===== src/rtl/adc_serial_responder_pkg.sv =====
// Shared definitions for the ADC serial frame: control word field
// positions, power mode encodings and the frame state type.
package adc_serial_responder_pkg;

    localparam int WRITE_BIT  = 15;
    localparam int SEQ_BIT    = 14;
    localparam int ADD_HI     = 12;
    localparam int ADD_LO     = 10;
    localparam int PM_HI      = 9;
    localparam int PM_LO      = 8;
    localparam int SHADOW_BIT = 7;
    localparam int RANGE_BIT  = 5;
    localparam int CODING_BIT = 4;

    localparam logic [1:0] PM_NORMAL   = 2'b11;
    localparam logic [1:0] PM_SHUTDOWN = 2'b10;

    typedef enum logic [1:0] {
        IDLE,
        SHIFT,
        DONE
    } state_t;

endpackage


===== src/rtl/adc_ctrl_decode.sv =====
// Control word decoder: captured word plus current control state
// gives the control state to apply when a frame completes.
module adc_ctrl_decode
    import adc_serial_responder_pkg::*;
(
    input  logic [15:0] word,
    input  logic [1:0]  pm,
    input  logic        range,
    input  logic        coding,
    input  logic [2:0]  chan,
    input  logic        seq_on,
    input  logic [2:0]  seq_last,
    output logic [1:0]  pm_nxt,
    output logic        range_nxt,
    output logic        coding_nxt,
    output logic [2:0]  chan_nxt,
    output logic        seq_on_nxt,
    output logic [2:0]  seq_last_nxt
);

    logic unused_bits;
    assign unused_bits = ^{word[13], word[6], word[3:0]};

    // Write frames load config and channel; reads only step the sequencer.
    always_comb begin
        pm_nxt       = pm;
        range_nxt    = range;
        coding_nxt   = coding;
        chan_nxt     = chan;
        seq_on_nxt   = seq_on;
        seq_last_nxt = seq_last;
        if (word[WRITE_BIT]) begin
            pm_nxt     = word[PM_HI:PM_LO];
            range_nxt  = word[RANGE_BIT];
            coding_nxt = word[CODING_BIT];
            if (word[SEQ_BIT] && !word[SHADOW_BIT]) begin
                seq_last_nxt = word[ADD_HI:ADD_LO];
                chan_nxt     = 3'd0;
                seq_on_nxt   = 1'b1;
            end else begin
                chan_nxt   = word[ADD_HI:ADD_LO];
                seq_on_nxt = 1'b0;
            end
        end else if (seq_on) begin
            chan_nxt = (chan == seq_last) ? 3'd0 : chan + 3'd1;
        end
    end

endmodule


===== src/rtl/adc_serial_responder.sv =====
// Slave end of the 16-bit ADC serial frame: shifts the control word
// in on din, the {0, ADD, DATA} result out on dout, applies writes.
module adc_serial_responder
    import adc_serial_responder_pkg::*;
#(
    parameter int         FRAME_BITS = 16,
    parameter int         DATA_BITS  = 12,
    parameter int         ADDR_BITS  = 3,
    parameter logic [1:0] RESET_PM   = PM_NORMAL
) (
    input  logic                 clk,
    input  logic                 reset,
    input  logic                 cs_n,
    input  logic                 din,
    output logic                 dout,
    input  logic [DATA_BITS-1:0] sample,
    output logic [ADDR_BITS-1:0] chan,
    output logic [1:0]           cfg_pm,
    output logic                 cfg_range,
    output logic                 cfg_coding,
    output logic                 frame_done,
    output logic                 frame_abort
);

    localparam int CW = $clog2(FRAME_BITS + 1);

    state_t                state;
    state_t                state_nxt;
    logic [CW-1:0]         count;
    logic [FRAME_BITS-1:0] in_sr;
    logic [FRAME_BITS-1:0] out_sr;
    logic [FRAME_BITS-1:0] load;
    logic [DATA_BITS-1:0]  data;
    logic                  seq_on;
    logic [ADDR_BITS-1:0]  seq_last;
    logic [1:0]            pm_nxt;
    logic                  range_nxt;
    logic                  coding_nxt;
    logic [ADDR_BITS-1:0]  chan_nxt;
    logic                  seq_on_nxt;
    logic [ADDR_BITS-1:0]  seq_last_nxt;

    assign data = (cfg_pm == PM_SHUTDOWN) ? '0 : sample;
    assign load = {1'b0, chan, data};
    assign dout = out_sr[FRAME_BITS-1];

    adc_ctrl_decode u_decode (
        .word         (in_sr),
        .pm           (cfg_pm),
        .range        (cfg_range),
        .coding       (cfg_coding),
        .chan         (chan),
        .seq_on       (seq_on),
        .seq_last     (seq_last),
        .pm_nxt       (pm_nxt),
        .range_nxt    (range_nxt),
        .coding_nxt   (coding_nxt),
        .chan_nxt     (chan_nxt),
        .seq_on_nxt   (seq_on_nxt),
        .seq_last_nxt (seq_last_nxt)
    );

    // Frame state register.
    always_ff @(posedge clk or posedge reset) begin
        if (reset) state <= IDLE;
        else       state <= state_nxt;
    end

    // Next state; DONE is held while cs_n stays low after a frame.
    always_comb begin
        state_nxt  = state;
        frame_done = 1'b0;
        unique case (state)
            IDLE: begin
                if (!cs_n) state_nxt = SHIFT;
            end
            SHIFT: begin
                if (cs_n)
                    state_nxt = IDLE;
                else if (count == CW'(FRAME_BITS - 1))
                    state_nxt = DONE;
            end
            DONE: begin
                frame_done = (count == CW'(FRAME_BITS));
                if (cs_n) state_nxt = IDLE;
            end
            default: state_nxt = IDLE;
        endcase
    end

    // Shift registers, bit count, abort pulse and control register.
    always_ff @(posedge clk or posedge reset) begin
        if (reset) begin
            out_sr      <= '0;
            in_sr       <= '0;
            count       <= '0;
            frame_abort <= 1'b0;
            chan        <= '0;
            cfg_pm      <= RESET_PM;
            cfg_range   <= 1'b0;
            cfg_coding  <= 1'b0;
            seq_on      <= 1'b0;
            seq_last    <= '0;
        end else begin
            frame_abort <= 1'b0;
            case (state)
                IDLE: begin
                    if (cs_n) begin
                        out_sr <= load;
                    end else begin
                        out_sr <= {load[FRAME_BITS-2:0], 1'b0};
                        in_sr  <= {in_sr[FRAME_BITS-2:0], din};
                        count  <= CW'(1);
                    end
                end
                SHIFT: begin
                    if (cs_n) begin
                        out_sr      <= load;
                        count       <= '0;
                        frame_abort <= 1'b1;
                    end else begin
                        out_sr <= {out_sr[FRAME_BITS-2:0], 1'b0};
                        in_sr  <= {in_sr[FRAME_BITS-2:0], din};
                        count  <= count + CW'(1);
                    end
                end
                DONE: begin
                    if (cs_n) out_sr <= load;
                    if (frame_done) begin
                        count      <= '0;
                        cfg_pm     <= pm_nxt;
                        cfg_range  <= range_nxt;
                        cfg_coding <= coding_nxt;
                        chan       <= chan_nxt;
                        seq_on     <= seq_on_nxt;
                        seq_last   <= seq_last_nxt;
                    end
                end
                default: ;
            endcase
        end
    end

endmodule


===== config.mk =====
export PLATFORM = sky130hd
export DESIGN_NAME = adc_serial_responder
export DESIGN_NICKNAME = d
export VERILOG_FILES = /design/src/rtl/adc_serial_responder_pkg.sv /design/src/rtl/adc_ctrl_decode.sv /design/src/rtl/adc_serial_responder.sv
export SDC_FILE = /design/constraint.sdc
export NUM_CORES = 1
export LEC_CHECK = 0
export ABC_AREA = 1
export BUFFER_PORTS_ARGS = -buffer_cell sky130_fd_sc_hd__buf_2
export CAP_MARGIN = 5
export CORE_MARGIN = 8
export CORE_UTILIZATION = 53
export CTS_CLUSTER_SIZE = 24
export DETAILED_ROUTE_END_ITERATION = 8
export PLACE_DENSITY = 0.75
export RECOVER_POWER = 50
export SLEW_MARGIN = 20
export SYNTH_ARGS = -nofsm -noshare
export SYNTH_HDL_FRONTEND = slang
export SYNTH_SLANG_ARGS = --single-unit

===== constraint.sdc =====
create_clock -name clk -period 1.6 [get_ports clk]
set_clock_uncertainty 0.1 [all_clocks]
set_input_delay 0.16 -clock clk [delete_from_list [all_inputs] [get_ports clk]]
set_output_delay 0.16 -clock clk [all_outputs]
set_load 0.1 [all_outputs]

==> impl_results.md <==
- Worst skew pair latency: 0.31 ns
- TritonCTS buffer count: 5
- PwrDens: 1680 nW/um2
- Ys Warns: 0
- Syn Nets: 397
- RSZ-0062 raised after global routing: yes
- Most used cell, CP: inv_2
- Worst Hold Class: in -> reg
- Vias per inst: 5.12
- Core box area: 5110 um2
- Vias in the first global route: 2433
- DRC: 0
- Setup WS post-layout: -0.0696 ns
- Total GRT Usage: 0.174
- Die Area: 7870 um2
- Ant. Diodes: 0
- Worst Tran Pin Value: 0.500 ns
- Final net count: 445
- F_max: 0.599 GHz
- Initial DRC Count: 212
- Detailed Route WL: 6400 um
- Hpwl dp: 4380 um
- Clock transition at path regs: 0.10 ns
- Worst path max stage delay: 0.41 ns
- WL/cell: 13.0 um
- Hold Fails Final Rpt: 0
- DR top layer: met4
- Clk root buf: clkbuf_8
- Fillcell total: 411
- Post-layout util: 0.687
- Grt total ovfl: 0
- Failing checks: negative setup slack
- Mapped Cells: 373
- Slowest cell on crit path: dfrtp_1
- Met3 routed WL: 310 um
- Synthesized cell area: 2800 um2
- Slew Limit Fails: 0
- DRT met1 WL: 2840 um
- Final Setup Violations: 6
- CTS tree: yes
- Leak: 0.00170 uW
- Required @ worst endpoint: 1.34 ns
- Max cap viols: 0
- First-pass detailed-route iteration total: 4
- Initial Utilization: 0.549
- Met2 routed WL: 3180 um
- Initial antenna violation count: 0
- Share of cells above drive strength 1: 0.254
- CP Max Fanout: 2
- CTS max path bufs: 2
- Routed vias: 2520
- First-pass GRT wire length: 10900 um
- Footprint of the multi-input gates: 1370 um2
- Clock Sinks: 51
- Crit-path cells: inv_2, ha_4, nand2_2, inv_2, nand3_4, clkinvlp_4, buf_12
- I/O pin cnt: 26
- Post-synth cell types: 31
- Status: finished with violations
- Period utilization: 1.04
- Sequential cell area fraction in the yosys report: 0.456
- Placer Congestion: 0.857
- IO buf count: 25
- Antenna-violating nets left: 0
- Max-slew headroom: 0.667
- Pwr Total: 5880 uW
- CP startpoint kind: flip-flop
- Setup TNS: -0.201 ns
- Crit path capture type: primary output
- Die width: 88.7 um
- Cell row count: 26
- Worst Path Arrival: 1.41 ns
- Crit path time final: 1.67 ns
- Worst-case vdd ir drop: 764 uV
- Largest net degree at the start of global routing: 40
- Area grow syn2layout: 25.3%
- #FFs+latches synth: 51
- Reg area: 1290 um2
- Htree depth: 2
- Die height: 88.7 um
- Synth Area per Inst: 7.51 um2
- CP Class: reg -> out
==> worst max-delay path, delay by kind of cell, from the launching register on <==
kind / cells / cell delay (ns)
fa+ha+maj: 1 / 0.13
buf+inv: 4 / 0.42
simple gates: 2 / 0.14
flops: 1 / 0.41
==> cell usage in the layout (no fill, tap or decap), types with 5 or more instances in the layout <==
master    netlist  final
buf_12          0      7
nand2_1       118    112
o21ai_0        28     21
o21ai_1         1      7
a21oi_1        29     29
buf_2           8     22
inv_1          36     28
nand3_1        38     38
nor2_1         25     22
dfrtp_1        49     46
nor2_2          3      5
nand2_2         1      7
clkbuf_8        0      5
inv_2           4     11
buf_4           4     23
==> flip-flops by register name (all words and copies together), names as in the netlist <==
name,count
cfg_range,1
in_sr,16
cfg_coding,1
out_sr,16
count,5
seq_on,1
seq_last,3
state,2
cfg_pm,2
chan,3
frame_abort,1
==> synthesized netlist by cell type <==
master	count	area share
a21oi_1	29	0.052
buf_1	1	0.0013
buf_2	8	0.014
buf_4	4	0.011
buf_6	1	0.0040
clkbuf_2	1	0.0018
dfrtp_1	49	0.44
dfstp_2	2	0.019
ha_1	8	0.036
inv_1	36	0.048
inv_2	4	0.0054
inv_4	1	0.0022
mux2_2	1	0.0040
nand2_1	118	0.16
nand2_2	1	0.0022
nand2_4	1	0.0040
nand3_1	38	0.068
nand3_2	1	0.0036
nand3_4	1	0.0063
nand4_1	3	0.0067
nor2_1	25	0.033
nor2_2	3	0.0067
nor2_4	2	0.0080
nor3_1	1	0.0018
o211ai_1	1	0.0027
o21a_1	1	0.0027
o21ai_0	28	0.050
o21ai_1	1	0.0018
o21ai_2	1	0.0031
o22ai_1	1	0.0022
xnor2_1	1	0.0031
==> per-layer routing <==
| layer | vias to the layer above | track usage |
|---|---|---|
| met3 | 7 | 0.0371 |
| met4 | 0 | 0.0522 |
| li1 | 1287 | - |
| met1 | 1175 | 0.213 |
| met5 | - | 0 |
| met2 | 51 | 0.298 |
==> power by group <==
part / internal [uW] / switching, uW
Combinational: 1100 / 1670
Sequential: 1760 / 274
Clock: 624 / 457
Total: 3480 / 2400
==> through the flow <==
stage                     cell area, um2  instances  hold WS, ns  setup slack [ns]
after global placement              3150        468       0.0192          -0.00688
after global routing                3510        492       0.0744            -0.135
after detailed placement            3150        468       0.0175           -0.0708
after floorplan                     2820        373        0.219           0.00354
final                               3510        492       0.0799           -0.0696
after CTS                           3460        490       0.0484           -0.0795
==> what timing repair did <==
action                                  in CTS  in global routing
hold endpoints to repair                    38                  0
pin swaps                                    2                  6
hold buffers                                 2                  0
setup buffers                               11                  2
gates cloned                                 1                  0
resized for setup                           23                 19
endpoints found under the setup margin      32                 46
==> cell type report <==
class	instances	share of cell area
Clock inverter	3	0.0192
Clock buffer	5	0.0196
Sequential cell	51	0.367
Tap cell	70	0.0249
Timing Repair Buffer	56	0.133
Multi-Input combinational cell	266	0.391
Inverter	41	0.0456
==> logic make-up after synthesis <==
group / synth area share
buf+inv: 0.0879
mux: 0.00402
flops: 0.456
simple gates: 0.299
fa+ha+maj: 0.0357
compound gates: 0.114
xor+xnor: 0.00313
==> worst paths after layout <==
check / start / end / slack [ns] / cells after the start
hold / removal: sample[0] / out_sr[0]$_DFFE_PP0P_ / 0.08 / 3
min in group asynchronous: reset / in_sr[3]$_DFFE_PP0P_ / 0.29 / 3
hold reg to reg: out_sr[3]$_DFFE_PP0P_ / out_sr[3]$_DFFE_PP0P_ / 0.39 / 2
max in group asynchronous: reset / chan[0]$_DFFE_PP0P_ / 0.22 / 4
setup / recovery: count[0]$_DFFE_PP0P_ / frame_done / -0.07 / 7
setup reg to reg: count[0]$_DFFE_PP0P_ / seq_last[0]$_DFFE_PP0P_ / -0.06 / 10
(Power assumes the default switching activity.)
